`config.mk`:
```
export PLATFORM = sky130hd
export DESIGN_NAME = i2c_txn_arbiter
export DESIGN_NICKNAME = d
export VERILOG_FILES = /design/src/rtl/i2c_txn_arbiter.sv
export SDC_FILE = /design/constraint.sdc
export NUM_CORES = 1
export LEC_CHECK = 0
export CAP_MARGIN = 25
export CORE_ASPECT_RATIO = 1.1
export CORE_MARGIN = 4
export CORE_UTILIZATION = 50
export CTS_CLUSTER_DIAMETER = 80
export DETAILED_ROUTE_END_ITERATION = 10
export DONT_BUFFER_PORTS = 1
export PLACE_DENSITY = 0.68
export RECOVER_POWER = 50
export SETUP_SLACK_MARGIN = 0.5
export SYNTH_ARGS = -nofsm -noshare
export SYNTH_HDL_FRONTEND = slang
export SYNTH_SLANG_ARGS = --single-unit
```
`constraint.sdc`:
```
create_clock -name clk -period 2.9 [get_ports clk]
set_clock_uncertainty 0.05 [all_clocks]
set_input_delay 0.29 -clock clk [delete_from_list [all_inputs] [get_ports clk]]
set_output_delay 0.29 -clock clk [all_outputs]
set_load 0.02 [all_outputs]
```
`src/rtl/i2c_txn_arbiter.sv`:
```
// Round-robin arbiter that shares one I2C master between N_REQ clients:
// latches the winner's command, runs the newTXN handshake and a timeout watchdog.
module i2c_txn_arbiter #(
  parameter int DATA_WIDTH = 8,
  parameter int N_REQ      = 4,
  parameter int TIMEOUT    = 1023
) (
  input  logic                            clk,
  input  logic                            rst,
  input  logic [N_REQ-1:0]                req,
  input  logic [N_REQ-1:0]                req_wr,
  input  logic [N_REQ*(DATA_WIDTH-1)-1:0] req_slv,
  input  logic [N_REQ*DATA_WIDTH-1:0]     req_reg,
  input  logic [N_REQ*DATA_WIDTH-1:0]     req_wdata,
  output logic [N_REQ-1:0]                gnt,
  output logic [N_REQ-1:0]                done,
  output logic [DATA_WIDTH-1:0]           rdata,
  output logic [1:0]                      err,
  output logic                            m_new_txn,
  output logic                            m_wr_en,
  output logic [DATA_WIDTH-2:0]           m_slv_addr,
  output logic [DATA_WIDTH-1:0]           m_reg_addr,
  output logic [DATA_WIDTH-1:0]           m_data,
  input  logic                            m_busy,
  input  logic [DATA_WIDTH-1:0]           m_rdata,
  input  logic                            m_nack
);
  localparam int PW = $clog2(N_REQ);
  localparam int TW = $clog2(TIMEOUT);
  localparam logic [TW-1:0] TMO_LAST = TW'(TIMEOUT - 1);
  localparam logic [PW-1:0] PTR_RST  = PW'(N_REQ - 1);

  typedef enum logic [1:0] {IDLE, LAUNCH, WAIT_DONE, COMPLETE} state_t;

  typedef struct packed {
    logic                  wr;
    logic [DATA_WIDTH-2:0] slv;
    logic [DATA_WIDTH-1:0] rga;
    logic [DATA_WIDTH-1:0] wdat;
  } cmd_t;

  state_t              state;
  logic [PW-1:0]       rr_ptr;
  logic [TW-1:0]       tmo_cnt;
  cmd_t [N_REQ-1:0]    cmd;
  cmd_t                win_cmd;
  logic [PW-1:0]       win_idx;
  logic [PW-1:0]       cand;
  logic                win_found;

  for (genvar i = 0; i < N_REQ; i++) begin : g_unpack
    assign cmd[i].wr   = req_wr[i];
    assign cmd[i].slv  = req_slv[i*(DATA_WIDTH-1) +: (DATA_WIDTH-1)];
    assign cmd[i].rga  = req_reg[i*DATA_WIDTH +: DATA_WIDTH];
    assign cmd[i].wdat = req_wdata[i*DATA_WIDTH +: DATA_WIDTH];
  end

  // Scan starts just after the last winner so every requester gets a turn.
  always_comb begin
    win_found = 1'b0;
    win_idx   = rr_ptr;
    cand      = '0;
    for (int k = 1; k <= N_REQ; k++) begin
      cand = PW'((int'(rr_ptr) + k) % N_REQ);
      if (!win_found && req[cand]) begin
        win_found = 1'b1;
        win_idx   = cand;
      end
    end
    win_cmd = cmd[win_idx];
  end

  always_ff @(posedge clk or negedge rst) begin
    if (!rst) begin
      state      <= IDLE;
      rr_ptr     <= PTR_RST;
      tmo_cnt    <= '0;
      gnt        <= '0;
      done       <= '0;
      rdata      <= '0;
      err        <= '0;
      m_new_txn  <= 1'b0;
      m_wr_en    <= 1'b0;
      m_slv_addr <= '0;
      m_reg_addr <= '0;
      m_data     <= '0;
    end else begin
      done <= '0;
      case (state)
        IDLE: begin
          if (win_found && !m_busy) begin
            state      <= LAUNCH;
            gnt        <= N_REQ'(1) << win_idx;
            rr_ptr     <= win_idx;
            tmo_cnt    <= '0;
            m_new_txn  <= 1'b1;
            m_wr_en    <= win_cmd.wr;
            m_slv_addr <= win_cmd.slv;
            m_reg_addr <= win_cmd.rga;
            m_data     <= win_cmd.wdat;
          end
        end
        LAUNCH: begin
          if (m_busy) begin
            state     <= WAIT_DONE;
            m_new_txn <= 1'b0;
            tmo_cnt   <= '0;
          end else if (tmo_cnt == TMO_LAST) begin
            state     <= COMPLETE;
            m_new_txn <= 1'b0;
            done      <= gnt;
            err       <= 2'b10;
          end else begin
            tmo_cnt <= tmo_cnt + TW'(1);
          end
        end
        WAIT_DONE: begin
          if (!m_busy) begin
            state <= COMPLETE;
            done  <= gnt;
            err   <= {1'b0, m_nack};
            if (!m_wr_en) rdata <= m_rdata;
          end else if (tmo_cnt == TMO_LAST) begin
            state <= COMPLETE;
            done  <= gnt;
            err   <= 2'b10;
          end else begin
            tmo_cnt <= tmo_cnt + TW'(1);
          end
        end
        COMPLETE: begin
          state <= IDLE;
          gnt   <= '0;
        end
        default: begin
          state     <= IDLE;
          gnt       <= '0;
          m_new_txn <= 1'b0;
        end
      endcase
    end
  end
endmodule
```
==> impl_metrics.tcl <==
set metrics [dict create \
    h-tree-depth 3 \
    grt_pass1_vias 2359 \
    antenna_found_initial 1 \
    vdd_drop_max_uv 573 \
    crit_fanout 17 \
    cellPowerDensity_mw_per_mm2 1120 \
    worst-setup-path-type "flop to flop" \
    synth-seq-area-share_pct 42.2 \
    synth-main-ff-cell "dfrtp_1" \
    start_kind "flop" \
    rr_startpoint "state[1]" \
    worst_pin_slew_ns 1.42 \
    synth_enable_flop_cells 0 \
    cts_setup_buffers 0 \
    grt_overflow 0 \
    clockBufferDepth 2 \
    post_drt_wl_per_cell_microns 19.9 \
    crit_start "state[1]" \
    rsz0062_at_grt "false" \
    leakagePower_nw 1.64 \
    crit_arrival_ns 2.36 \
    fin_crit_sh_pct 75.0 \
    path_clk_slew_ns 0.06 \
    nets 427 \
    finalSetupTns_ns 0 \
    min_period_ns 2.17 \
    final-setup-viol-count 0 \
    synthArstFlopShare_pct 100 \
    hpwlAfterDp_microns 5790 \
    cts_buffers 9 \
    gr-usage-all-layers_pct 19.1 \
    yosysTopAreaCellShare_pct 40.6 \
    worstHoldStart "m_nack" \
    crit_path_end_kind "flop" \
    die_x_microns 86.5 \
    die_h_microns 94.4 \
    syn_area_per_cell_sq_um 11.0 \
    layout-drive-gt1-share_pct 15.7 \
    clockRootBuffer "clkbuf_8" \
    path_cells "inv_1, ha_1, o41ai_1, nor2_1, nand2b_1, buf_4, o221ai_1" \
    core_sq_mm 0.00659 \
    rows 31 \
    dr.pass1.iters 4 \
    hold_violations 0 \
    num_antenna_cells 0 \
    fmax_ghz 0.460 \
    status "completed" \
    cts_sinks 57 \
    grt_max_degree 58 \
    path_buf_inv 2 \
    crit_family "simple AND/OR/NAND/NOR gates" \
    die_area_sq_mm 0.00816 \
    synthTopCellsByArea "dfrtp_1 41%, mux2i_1 15%, o221ai_2 4.4%, nand2_1 4.2%, o221ai_1 3.4%" \
    insertion_delay_ns 0.34 \
    ant_nets 0 \
    port_buffers 0 \
    holdWs_ns 0.0373 \
    drv_cap 0 \
    yosysUniqueCellTypes 51 \
    syn2layout_area_growth_pct 7.12 \
    via_per_inst 6.10 \
    num_io_pins 155 \
    slew_viol_final 0 \
    cpPeakStageDelay_ns 0.42 \
    slew_headroom_pct 5.34 \
    ys_warn_count 0 \
    crit_path_top_delay_cell "dfrtp_1" \
    num_vias 2408 \
    drt_iter0_markers 88 \
    route.detailed.drc 0 \
    post_synth_instance_area_sq_mm 0.00339 \
    synth_top_cell_by_area "dfrtp_1" \
    ys_ff_latch 57 \
    grt_pass1_wl_microns 12100 \
    finalWirelength_microns 7850 \
    hold_class "input pin to flop" \
    finalPower_mw 4.08 \
    netlist_instances 309 \
    syn_nets 428 \
    initial_utilization_pct 51.4 \
    cts_tree "yes" \
    place.gp.congestion 0.784 \
    worstPathRequired_ns 3.09 \
]
==> layout make-up <==
| class | count | area, sq um |
|---|---|---|
| fillers | 584 | 2960 |
| multi-input cells | 225 | 1720 |
| flip-flops and latches | 57 | 1430 |
| clock buffers | 11 | 151 |
| clock inverters | 5 | 125 |
| well taps | 82 | 103 |
| repair buffers | 8 | 75.1 |
| inverters | 7 | 26.3 |
==> path summary, 6_finish.rpt <==
| check | cells past startpoint | slack, ns | endpoint |
|---|---|---|---|
| max in group asynchronous | 2 | 1.16 | err[0] |
| min in group asynchronous | 2 | 0.79 | m_reg_addr[1] |
| min | 2 | 0.04 | err[0] |
| max | 7 | 0.73 | m_reg_addr[6] |
| min reg2reg | 2 | 0.47 | rr_ptr[1] |
| max reg2reg | 7 | 0.73 | m_reg_addr[6] |
==> flip-flops by register name, summed over array words and instances (netlist names), 2 cells and up <==
register and cells:
m_data 8, m_slv_addr 7, rr_ptr 2, m_reg_addr 8, state 2, done 4, tmo_cnt 10, rdata 8
gnt 4, err 2
==> cells in the final DEF (no fill, tap or decap), types with 3 or more instances in the layout <==
| master | instances |
|---|---|
| dfrtp_1 | 55 |
| mux2i_1 | 50 |
| nand2_1 | 38 |
| nor2_1 | 21 |
| o221ai_1 | 13 |
| clkbuf_8 | 11 |
| o221ai_2 | 10 |
| o21ai_0 | 9 |
| mux2_2 | 8 |
| inv_1 | 7 |
| ha_1 | 7 |
| nand4_1 | 6 |
| xor2_1 | 6 |
| and3_1 | 5 |
| and2_1 | 4 |
| nand2b_1 | 4 |
| bufinv_16 | 4 |
| buf_4 | 4 |
| nor2b_1 | 3 |
| a21oi_1 | 3 |
| o211ai_1 | 3 |
| nand4b_1 | 3 |
==> timing repair <==
action                     4_1_cts  5_1_grt
hold endpoints to repair        58        0
resized for setup                0        0
hold buffers                     3        0
setup endpoints to repair        0        0
==> per-stage QoR <==
| stage | instance area (sq um) | instances | setup slack [ns] | util (%) |
|---|---|---|---|---|
| 2_1_floorplan | 3390 | 309 | 1.05 | - |
| 3_3_place_gp | 3330 | 376 | 0.805 | 50.5 |
| 3_5_place_dp | 3330 | 376 | 0.722 | 50.5 |
| 4_1_cts | 3650 | 395 | 0.713 | 55.4 |
| 5_1_grt | 3630 | 395 | 0.543 | 55.1 |
| 6_report | 3630 | 395 | 0.726 | 55.1 |
==> power breakdown <==
| group | total (mW) | switching (mW) | internal [mW] | leakage [nW] |
|---|---|---|---|---|
| Combinational | 1.40 | 0.764 | 0.631 | 0.772 |
| Clock | 1.03 | 0.323 | 0.703 | 0.140 |
| Sequential | 1.66 | 0.567 | 1.10 | 0.727 |
| Total | 4.08 | 1.65 | 2.43 | 1.64 |
==> cells in the mapped netlist (all sizes together) (3+ instances only) <==
master / n
nand4b: 3
nor2: 21
o21ai: 11
o211ai: 3
o221ai: 23
nor2b: 3
dfrtp: 55
mux2i: 50
a21oi: 3
nand2: 39
ha: 7
nand4: 6
a31oi: 3
nor3: 3
inv: 7
buf: 20
and2: 4
nand2b: 4
mux2: 8
and3: 5
xor2: 6
==> cell families after synthesis <==
| group | synth area share [%] |
|---|---|
| AND/OR/NAND/NOR | 14.2 |
| multiplexers | 17.4 |
| flip-flops | 42.2 |
| AO/OA/AOI/OAI | 14.6 |
| buffers and inverters | 7.24 |
| XOR/XNOR | 1.81 |
| adder cells (fa/ha/maj) | 2.58 |
==> per-layer routing <==
metal / track usage [%] / up-vias / part of all wire (%)
li1: - / 1135 / -
met1: 23.7 / 1164 / 40
met5: 0 / - / 0.089
met4: 8.83 / 2 / 1.3
met2: 30.2 / 94 / 49
met3: 6.02 / 13 / 9.8
==> worst register-to-register path, delay by kind of cell (launching register included) <==
family	cells	cell delay (ns)
buffers and inverters	2	0.44
adder cells (fa/ha/maj)	1	0.27
AO/OA/AOI/OAI	2	0.38
AND/OR/NAND/NOR	2	0.51
flip-flops	1	0.42
(Power assumes the default switching activity.)
